## src/rtl/dmem_req_ctrl.sv

```systemverilog
// MM-stage data-memory request controller: issues cache requests, stalls the
// pipeline until data and instruction fetch both complete, and latches halt.
module dmem_req_ctrl #(
   parameter int STALL_CNT_W = 16
) (
   input  logic                   CLK,
   input  logic                   nRST,
   input  logic                   dRENi,
   input  logic                   dWENi,
   input  logic                   halt_i,
   input  logic [31:0]            ALUOut,
   input  logic [31:0]            store,
   input  logic                   ihit,
   input  logic                   dhit,
   input  logic [31:0]            dmemload,
   output logic                   dmemREN,
   output logic                   dmemWEN,
   output logic [31:0]            dmemaddr,
   output logic [31:0]            dmemstore,
   output logic [31:0]            load_data,
   output logic                   pipe_en,
   output logic                   mm_stall,
   output logic                   halt_o,
   output logic [STALL_CNT_W-1:0] stall_cnt,
   output logic [1:0]             dbg_state
);

   typedef enum logic [1:0] {
      IDLE   = 2'd0,
      ACCESS = 2'd1,
      HOLD   = 2'd2,
      HALTED = 2'd3
   } state_t;

   state_t      state, state_nxt;
   logic [31:0] hold_q;
   logic        hold_en;
   logic        memop;
   logic        ren, wen, pe, stall;

   assign memop     = dRENi | dWENi;
   assign dmemaddr  = ALUOut;
   assign dmemstore = store;
   assign halt_o    = (state == HALTED);
   assign dbg_state = state;

   // Handshake: a request stays asserted from issue until the cycle dhit
   // returns; dhit is the only acknowledge and is never waited on twice.
   always_comb begin
      state_nxt = state;
      ren       = 1'b0;
      wen       = 1'b0;
      pe        = 1'b0;
      stall     = 1'b0;
      hold_en   = 1'b0;
      load_data = hold_q;
      case (state)
         IDLE, ACCESS: begin
            if (dhit) load_data = dmemload;
            if (memop) begin
               wen = dWENi;
               ren = dRENi & ~dWENi;
               if (dhit) begin
                  if (ihit) begin
                     pe        = 1'b1;
                     state_nxt = IDLE;
                  end else begin
                     hold_en   = 1'b1;
                     state_nxt = HOLD;
                  end
               end else begin
                  stall     = 1'b1;
                  state_nxt = ACCESS;
               end
            end else if (state == ACCESS) begin
               // Instruction vanished mid-access: drop it without completing.
               state_nxt = IDLE;
            end else begin
               pe = ihit;
               if (halt_i) state_nxt = HALTED;
            end
         end
         HOLD: begin
            pe = ihit;
            if (ihit) state_nxt = IDLE;
         end
         HALTED: begin
            state_nxt = HALTED;
         end
         default: state_nxt = IDLE;
      endcase
   end

   // Reset must silence the cache interface without waiting for a clock edge.
   assign dmemREN  = ren & nRST;
   assign dmemWEN  = wen & nRST;
   assign pipe_en  = pe & nRST;
   assign mm_stall = stall & nRST;

   always_ff @(posedge CLK or negedge nRST) begin
      if (!nRST) begin
         state     <= IDLE;
         hold_q    <= '0;
         stall_cnt <= '0;
      end else begin
         state <= state_nxt;
         if (hold_en) hold_q <= dmemload;
         if (mm_stall && (stall_cnt != '1)) stall_cnt <= stall_cnt + STALL_CNT_W'(1);
      end
   end

endmodule

```

## config.mk

```make
export PLATFORM = sky130hd
export DESIGN_NAME = dmem_req_ctrl
export DESIGN_NICKNAME = d
export VERILOG_FILES = /design/src/rtl/dmem_req_ctrl.sv
export SDC_FILE = /design/constraint.sdc
export NUM_CORES = 1
export LEC_CHECK = 0
export ABC_AREA = 1
export CELL_PAD_IN_SITES_DETAIL_PLACEMENT = 0
export CELL_PAD_IN_SITES_GLOBAL_PLACEMENT = 1
export CORE_MARGIN = 5
export CORE_UTILIZATION = 26
export CTS_BUF_LIST = sky130_fd_sc_hd__clkbuf_2 sky130_fd_sc_hd__clkbuf_4 sky130_fd_sc_hd__clkbuf_8
export DETAILED_ROUTE_END_ITERATION = 8
export PLACE_DENSITY_LB_ADDON = 0.1
export RECOVER_POWER = 100
export SLEW_MARGIN = 10
export SYNTH_ARGS = -nofsm -noshare
export SYNTH_HDL_FRONTEND = slang
export SYNTH_SLANG_ARGS = --single-unit
```

## constraint.sdc

```tcl
create_clock -name CLK -period 3.4 [get_ports CLK]
set_clock_uncertainty 0.1 [all_clocks]
set_input_delay 1.02 -clock CLK [delete_from_list [all_inputs] [get_ports CLK]]
set_output_delay 1.02 -clock CLK [all_outputs]
set_load 0.02 [all_outputs]
```

# Yosys cells after proc, flatten, opt, wreduce, memory -nomap -nowiden
# Index checks and enable logic that the tools add are counted.
[word_totals] out_inout_bits=119 wordCells=46 reg_bits=50 inputBits=103
[op_classes] n_mux=25 n_bitwise=7 n_reduce_logical=4 n_eq_ne=6 n_addsub=1
[op_table] operator="$mux W32" n=2
[op_table] operator="$add A16 B1 Y16 const B" n=1
[op_table] operator="$ne A16 B16 Y1 const B" n=1
[op_table] operator="$mux W1" n=15
[op_table] operator="$mux W2" n=6
[op_table] operator="$pmux W2 S3" n=1
[op_table] operator="$and A1 B1 Y1" n=5
[op_table] operator="$eq A2 B2 Y1 const B" n=2
[op_table] operator="$ne A4 B4 Y1 const B" n=1
[op_table] operator="$eq A2 B1 Y1 const B" n=1
[op_table] operator="$logic_not A2 Y1" n=1
[op_table] operator="$ne A2 B2 Y1 const B" n=1
[op_table] operator="$pmux W1 S2" n=1
[op_table] operator="$reduce_and A2 Y1" n=1
[op_table] operator="$reduce_or A2 Y1" n=1
[op_table] operator="$logic_and A1 B1 Y1" n=1
[op_table] operator="$not A1 Y1" n=1
[op_table] operator="$or A1 B1 Y1" n=1

# Logic depth before layout (Yosys ltp)
# Gate-level depths: netlist of run 1.
[depth] word_depth=5 depth_mapped=9 mapped_depth_nobuf=8

# Least setup slack after synthesis of run 1
# OpenSTA, ideal clock, no wires.
[synth_timing] path_kind="input -> output" start="in dhit" end="out load_data[10]" cell_stages=4 path_buffers=2 required_time_ns=2.280 t_arrival_ns=1.879 setup_slack_ns=0.401 cell_sequence="nand2_1 buf_2 clkbuf_1 o21ai_0"
[synth_via] elab_chain_cells=2
[synth_rtl] element="start: declaration" line="14" rtl="input logic dhit,"
[synth_rtl] element="$mux W32" line="59" rtl="if (dhit) load_data = dmemload;"
[synth_rtl] element="$mux W32" line="57" rtl="case (state)"
[synth_rtl] element="end: declaration" line="20" rtl="output logic [31:0] load_data,"
# No other way between the ends.

# Worst setup path after layout of run 1
[layout_timing] start="in dhit" end="out load_data[20]"
# Same word-level chain as after synthesis.

==> results of run 1 <==
-- worst min-delay path by stage --
| stage | end | slack [ns] | cells past startpoint |
|---|---|---|---|
| final | hold_q[8] | 0.39 | 2 |
| after global routing | hold_q[17] | 0.42 | 2 |
| after global placement | hold_q[12] | 0.37 | 2 |
| after detailed placement | hold_q[7] | 0.37 | 2 |
| after CTS | hold_q[7] | 0.40 | 2 |
| after floorplan | hold_q[10] | 0.35 | 2 |
-- worst max-delay path, delay by kind of cell --
kind            cells  cell delay (ns)
simple gates        1             0.11
compound gates      1             0.18
buf+inv             3             0.87
-- cell usage in the layout, fill, tap and decap left out --
master and n:
nand2_2 3, buf_2 5, nand3_1 15, nor2_2 1
ha_1 1, inv_2 1, nor2_1 29, clkbuf_1 4
nor2_4 1, nand2_1 142, dlygate4sd2_1 1, nand3b_1 2
nand4_1 7, clkbuf_8 6, inv_1 62, o21ai_0 69
o21ai_1 4, clkdlybuf4s50_1 37, dlygate4sd3_1 19, buf_12 2
dfrtp_1 50, o211ai_1 1, xnor2_1 3, bufinv_16 2
clkbuf_4 2, buf_4 37, o21ai_2 1, clkbuf_2 31
-- per-stage QoR --
stage	worst slack, ns	cell area [sq um]	cells
2_1_floorplan	0.401	3320	472
3_5_place_dp	-0.372	4250	702
4_1_cts	0.000279	4380	710
3_3_place_gp	-0.395	4250	702
6_report	0.0857	4180	710
5_1_grt	0.000760	4180	710
-- power by group --
part	switching (W)	internal (W)	total [W]
logic	0.0000418	0.0000707	0.000113
registers	0.00000188	0.000595	0.000597
clock network	0.000206	0.000314	0.000520
-- layout make-up --
class                           count  area, sq um
Clock buffer                        6         82.6
Inverter                           63          236
Multi-Input combinational cell    279         1230
Tap cell                          172          215
Sequential cell                    50         1250
Timing Repair Buffer              138         1100
Clock inverter                      2         60.1
Fill cell                        1400         8390
-- layer usage --
layer | track usage | up-vias | part of all wire
li1 | - | 1516 | -
met1 | 0.147 | 1300 | 0.47
met2 | 0.184 | 97 | 0.46
met5 | 0 | - | 0
met4 | 0.0277 | 0 | 0.0086
met3 | 0.0348 | 11 | 0.064
-- timing repair --
item                       in CTS  in global routing
hold buffers                    0                  0
pin swaps                       0                  1
resized for setup             141                 33
setup endpoints to repair      35                 28
-- state kept, by name (all words and copies together) (netlist names), named ones only --
signal,count
dbg_state,1
hold_q,32
stall_cnt,16
-- cell families after synthesis --
family,after synthesis
fa+ha+maj,1
simple gates,200
xor+xnor,3
flops,50
buf+inv,143
compound gates,75
==> metrics.csv, run 1 <==
stage;metric;value;unit
worst_setup_path;worstPathRequired;2.28;ns
finish;syn_to_final_growth;25.8;%
run_status;status;complete, no violations;
synthesis;yosysTopAreaCellShare;0.377;
pwr;power;0.00123;W
floorplan;dieArea;15100;sq um
worst_setup_path;r2r_slack;1.03;ns
routing;drt_wl_total;8690;microns
place;hpwlAfterDp;6360;microns
cts;cts.clk_slew.worst_paths;0.09;ns
finish;drive_gt1_frac;0.171;
global_route;grt_start_max_net_pins;61;
synthesis;avgSynthCellArea;7.03;sq um
synthesis;synth-edff-count;0;
global_route;grt_first_pass_wirelength;13800;microns
finish;final_nets;641;
timing;max_freq;0.302;GHz
hold_path;min_path_type;flop to flop;
cts;clockBufferDepth;2;
synthesis;synth_most_common_cell;nand2_1;
cts;clk_latency;0.31;ns
floorplan;ios;222;
synthesis;ys.flop_type;dfrtp_1;
synthesis;synth_common_cells;nand2_1, buf_4, o21ai_0;
timing;slew_violations;0;
timing;tns;0;ns
worst_setup_path;timing.rr.end;hold_q[16];
worst_setup_path;r2r-start;dbg_state[1];
synthesis;syn_nets;576;
pwr;power_leakage;2.09;nW
floorplan;die_y;123;microns
timing;fin_crit;3.31;ns
worst_setup_path;crit_slowest_cell;clkdlybuf4s50_1;
global_route;first_global_vias;2847;
routing;drt-initial-drc-count;117;
synthesis;yosysUniqueCellTypes;21;
worst_setup_path;worstSetupStartpointType;input port;
finish;antennaDiodeCount;0;
worst_setup_path;crit_chain;clkdlybuf4s50_1, nand2_2, buf_12, o21ai_0, clkbuf_2;
routing;final_antenna_net_count;0;
timing;maxSlewHeadroom;0.130;
timing;tightest_slew;1.31;ns
cts;cts_buffers;5;
place;numPortBuffers;93;
synthesis;synth-compound-area-share;0.116;
global_route;antenna_found_initial;0;
cts;post_cts_buffers;0;
pwr;ir_worst_vdd;0.000115;V
floorplan;rows;41;
synthesis;synth_top_family_by_area;buffers and inverters;
routing;drc;0;
worst_setup_path;endpoint;load_data[20];
cts;tritoncts;yes;
worst_setup_path;crit_arrival;2.19;ns
finish;fin_util;0.332;
synthesis;synth-xor-area-share;0.00792;
hold_path;worstHoldStart;hold_q[8];
synthesis;yosysWarnings;0;
synthesis;syn_inst;472;
place;place.gp.congestion;0.759;
worst_setup_path;crit_type;input port to output pin;
synthesis;synthMuxAreaShare;0;
routing;routedWlPerCell;12.2;microns
cts;clockRootBuffer;clkbuf_8;
synthesis;synthSimpleGateAreaFrac;0.245;
routing;via_per_inst;4.12;
timing;rsz0062_at_grt;false;
timing;period_share;0.975;
worst_setup_path;critPathMaxFanout;37;
routing;dr.pass1.iters;4;
synthesis;synthAdderAreaFrac;0.00377;
timing;whs;0.391;ns
worst_setup_path;reg2reg_depth;7;
global_route;grt_usage;0.113;
global_route;overflow;0;
worst_setup_path;crit_path_max_incr_delay;0.49;ns
synthesis;ys_ff_latch;50;
worst_setup_path;crit_path_end_kind;output pin;
timing;hold_violations;0;
worst_setup_path;crit_start;dhit;
synthesis;synth.area.top_cells;dfrtp_1, nand2_1, buf_4;
timing;finalSetupViolations;0;
flow_run;max_cap_viol_count;0;
routing;route.vias.total;2924;
floorplan;die_w;123;microns
cts;clkSinkCount;50;
synthesis;async_reset_ff_frac;1.00;
floorplan;core-area;12600;sq um
floorplan;start_util;0.264;
synthesis;ys_seq_area_frac;0.377;
cts;cts.htree.levels;2;
synthesis;syn_area;3320;sq um
pwr;p_per_area;295;nW/um^2
synthesis;synth_top_area_cell;dfrtp_1;
(Power assumes the default switching activity.)
==> inputs of run 2 (changes only) <==
==> constraint.sdc (replaced) <==
create_clock -name CLK -period 3.4 [get_ports CLK]
set_clock_uncertainty 0.1 [all_clocks]
set_input_delay 0.51 -clock CLK [delete_from_list [all_inputs] [get_ports CLK]]
set_output_delay 0.51 -clock CLK [all_outputs]
set_load 0.02 [all_outputs]
==> metrics.csv, run 2 (synthesis gave the netlist of run 1 again) <==
stage;metric;value;unit;change
cts;clk_latency;0.32;ns;about the same
floorplan;die_y;123;microns;unchanged
timing;whs;0.394;ns;+0.00207 ns
routing;via_per_inst;4.20;;+2.0%
flow_run;max_cap_viol_count;0;;unchanged
routing;route.vias.total;2809;;-3.9%
routing;routedWlPerCell;12.6;microns;+2.7%
finish;drive_gt1_frac;0.0302;;-0.141
hold_path;min_path_type;flop to flop;;
timing;max_freq;0.334;GHz;+11%
run_status;status;complete, no violations;;
cts;ctsHoldBuffers;0;;unchanged
worst_setup_path;crit_path_max_incr_delay;0.71;ns;+0.22 ns
timing;fin_ws;0.406;ns;+0.320 ns
finish;mostFrequentLayoutCells;nand2_1, o21ai_0, inv_1, dlygate4sd3_1, dfrtp_1;;
routing;final_antenna_net_count;0;;unchanged
timing;rsz0062_at_grt;false;;
timing;finalSetupViolations;0;;unchanged
place;place_area;3910;sq um;-7.8%
cts;cts_buffers;5;;unchanged
global_route;first_global_vias;2634;;-7.5%
place;placedCellCount;661;;-5.8%
global_route;grt_usage;0.112;;-0.00149
floorplan;core-area;12600;sq um;unchanged
routing;drc;0;;unchanged
worst_setup_path;worstPathRequired;2.79;ns;+0.51 ns
place;place.gp.congestion;0.740;;-2.5%
global_route;grt_first_pass_wirelength;13500;microns;-2.3%
global_route;grt_start_max_net_pins;66;;+8.2%
pwr;p_per_area;268;nW/um^2;-8.9%
routing;dr.pass1.iters;4;;unchanged
place;pre_cts_ws;0.525;ns;+0.897 ns
worst_setup_path;crit_path_end_kind;output pin;;
timing;hold_violations;0;;unchanged
place;numPortBuffers;93;;unchanged
finish;mostFrequentLayoutCell;nand2_1;;
finish;finalNonFillerCells;669;;-5.8%
floorplan;ios;222;;unchanged
routing;drt-initial-drc-count;163;;+39%
timing;maxSlewHeadroom;0.117;;-0.0127
timing;slew_violations;0;;unchanged
cts;clkSinkCount;50;;unchanged
cts;cts_resized;0;;-100%
finish;multi_input_area;1220;sq um;-0.61%
pwr;power_leakage;1.95;nW;-6.9%
cts;post_cts_buffers;0;;unchanged
worst_setup_path;critPathMaxFanout;65;;+76%
routing;drt_wl_total;8410;microns;-3.2%
finish;syn_to_final_growth;20.1;%;
finish;largest_register_ffs;32;;unchanged
place;hpwlAfterDp;6140;microns;-3.5%
timing;tightest_slew;1.32;ns;+0.0190 ns
worst_setup_path;crit_arrival;2.38;ns;+0.19 ns
timing;fin_crit;2.99;ns;-0.320 ns
finish;final_nets;600;;-6.4%
floorplan;dieArea;15100;sq um;unchanged
finish;antennaDiodeCount;0;;unchanged
pwr;ir_worst_vdd;0.000114;V;-0.86%
worst_setup_path;crit_type;input port to output pin;;
cts;tritoncts;yes;;
finish;top_register;hold_q;;
global_route;overflow;0;;unchanged
timing;period_share;0.881;;-0.0942
finish;seq_area;1250;sq um;unchanged
floorplan;die_w;123;microns;unchanged
floorplan;start_util;0.264;;unchanged
global_route;antenna_found_initial;0;;unchanged
cts;clockRootBuffer;clkbuf_8;;
timing;tns;0;ns;unchanged
floorplan;rows;41;;unchanged
finish;fill_cells;1417;;+1.2%
worst_setup_path;crit_slowest_cell;dlygate4sd3_1;;
finish;design_area;3990;sq um;-4.6%
cts;clockBufferDepth;2;;unchanged
cts;cts.clk_slew.worst_paths;0.10;ns;about the same
worst_setup_path;crit_chain;dlygate4sd3_1, nand2_1, buf_12, nand2_1, o21ai_0, dlygate4sd3_1;;
cts;cts.htree.levels;2;;unchanged
worst_setup_path;worstSetupStartpointType;input port;;
==> run 2: cell count changes in the layout (fill, tap and decap cells not counted), moves of 2 or more <==
cell,previous run,this run
clkdlybuf4s50_1,37,35
clkbuf_4,2,0
nand2_2,3,1
dlygate4sd3_1,19,57
clkbuf_1,4,2
bufinv_16,2,0
clkbuf_2,31,2
o21ai_0,69,72
o21ai_1,4,1
buf_4,37,0
buf_2,5,0
nand2_1,142,144
==> run 2: critical path, delay by kind of cell <==
kind                   cells  cell delay, ns
and+or+nand+nor            2            0.19
buffers and inverters      3            1.53
AOI/OAI and AO/OA          1            0.11
==> run 2: layout make-up <==
| type | count | share of cell area |
|---|---|---|
| Clock buffer | 6 | 0.0207 |
| Clock inverter | 2 | 0.00408 |
| Inverter | 63 | 0.0593 |
| Multi-Input combinational cell | 279 | 0.307 |
| Sequential cell | 50 | 0.314 |
| Tap cell | 172 | 0.0540 |
| Timing Repair Buffer | 97 | 0.241 |
==> run 2: per-stage QoR <==
step,utilization,total power [W]
CTS,0.319,0.00110
detailed placement,0.311,0.000693
global placement,0.311,0.000694
floorplan,-,0.000736
global route,0.317,0.00112
finish,0.317,0.00107
==> run 2: worst paths after layout <==
check,from,to,slack (ns),cells after the start
worst max register to register,dbg_state[1],hold_q[19],1.05,7
worst min-delay path,hold_q[21],hold_q[21],0.39,2
worst max-delay path,dhit,load_data[31],0.41,6
min in group asynchronous,nRST,async pin,0.67,2
worst min register to register,hold_q[21],hold_q[21],0.39,2
max in group asynchronous,nRST,hold_q[23],1.75,2
==> run 2: where the power goes <==
| part | switching (W) | total (W) | internal, W |
|---|---|---|---|
| clock network | 0.000224 | 0.000392 | 0.000168 |
| registers | 0.00000165 | 0.000597 | 0.000595 |
| logic | 0.0000355 | 0.0000792 | 0.0000437 |
==> run 2: layer usage <==
layer / wire length [microns] / track usage
met1: 3960 / 0.153
met3: 526 / 0.0320
met4: 88 / 0.0277
met2: 3830 / 0.175
met5: 0 / 0
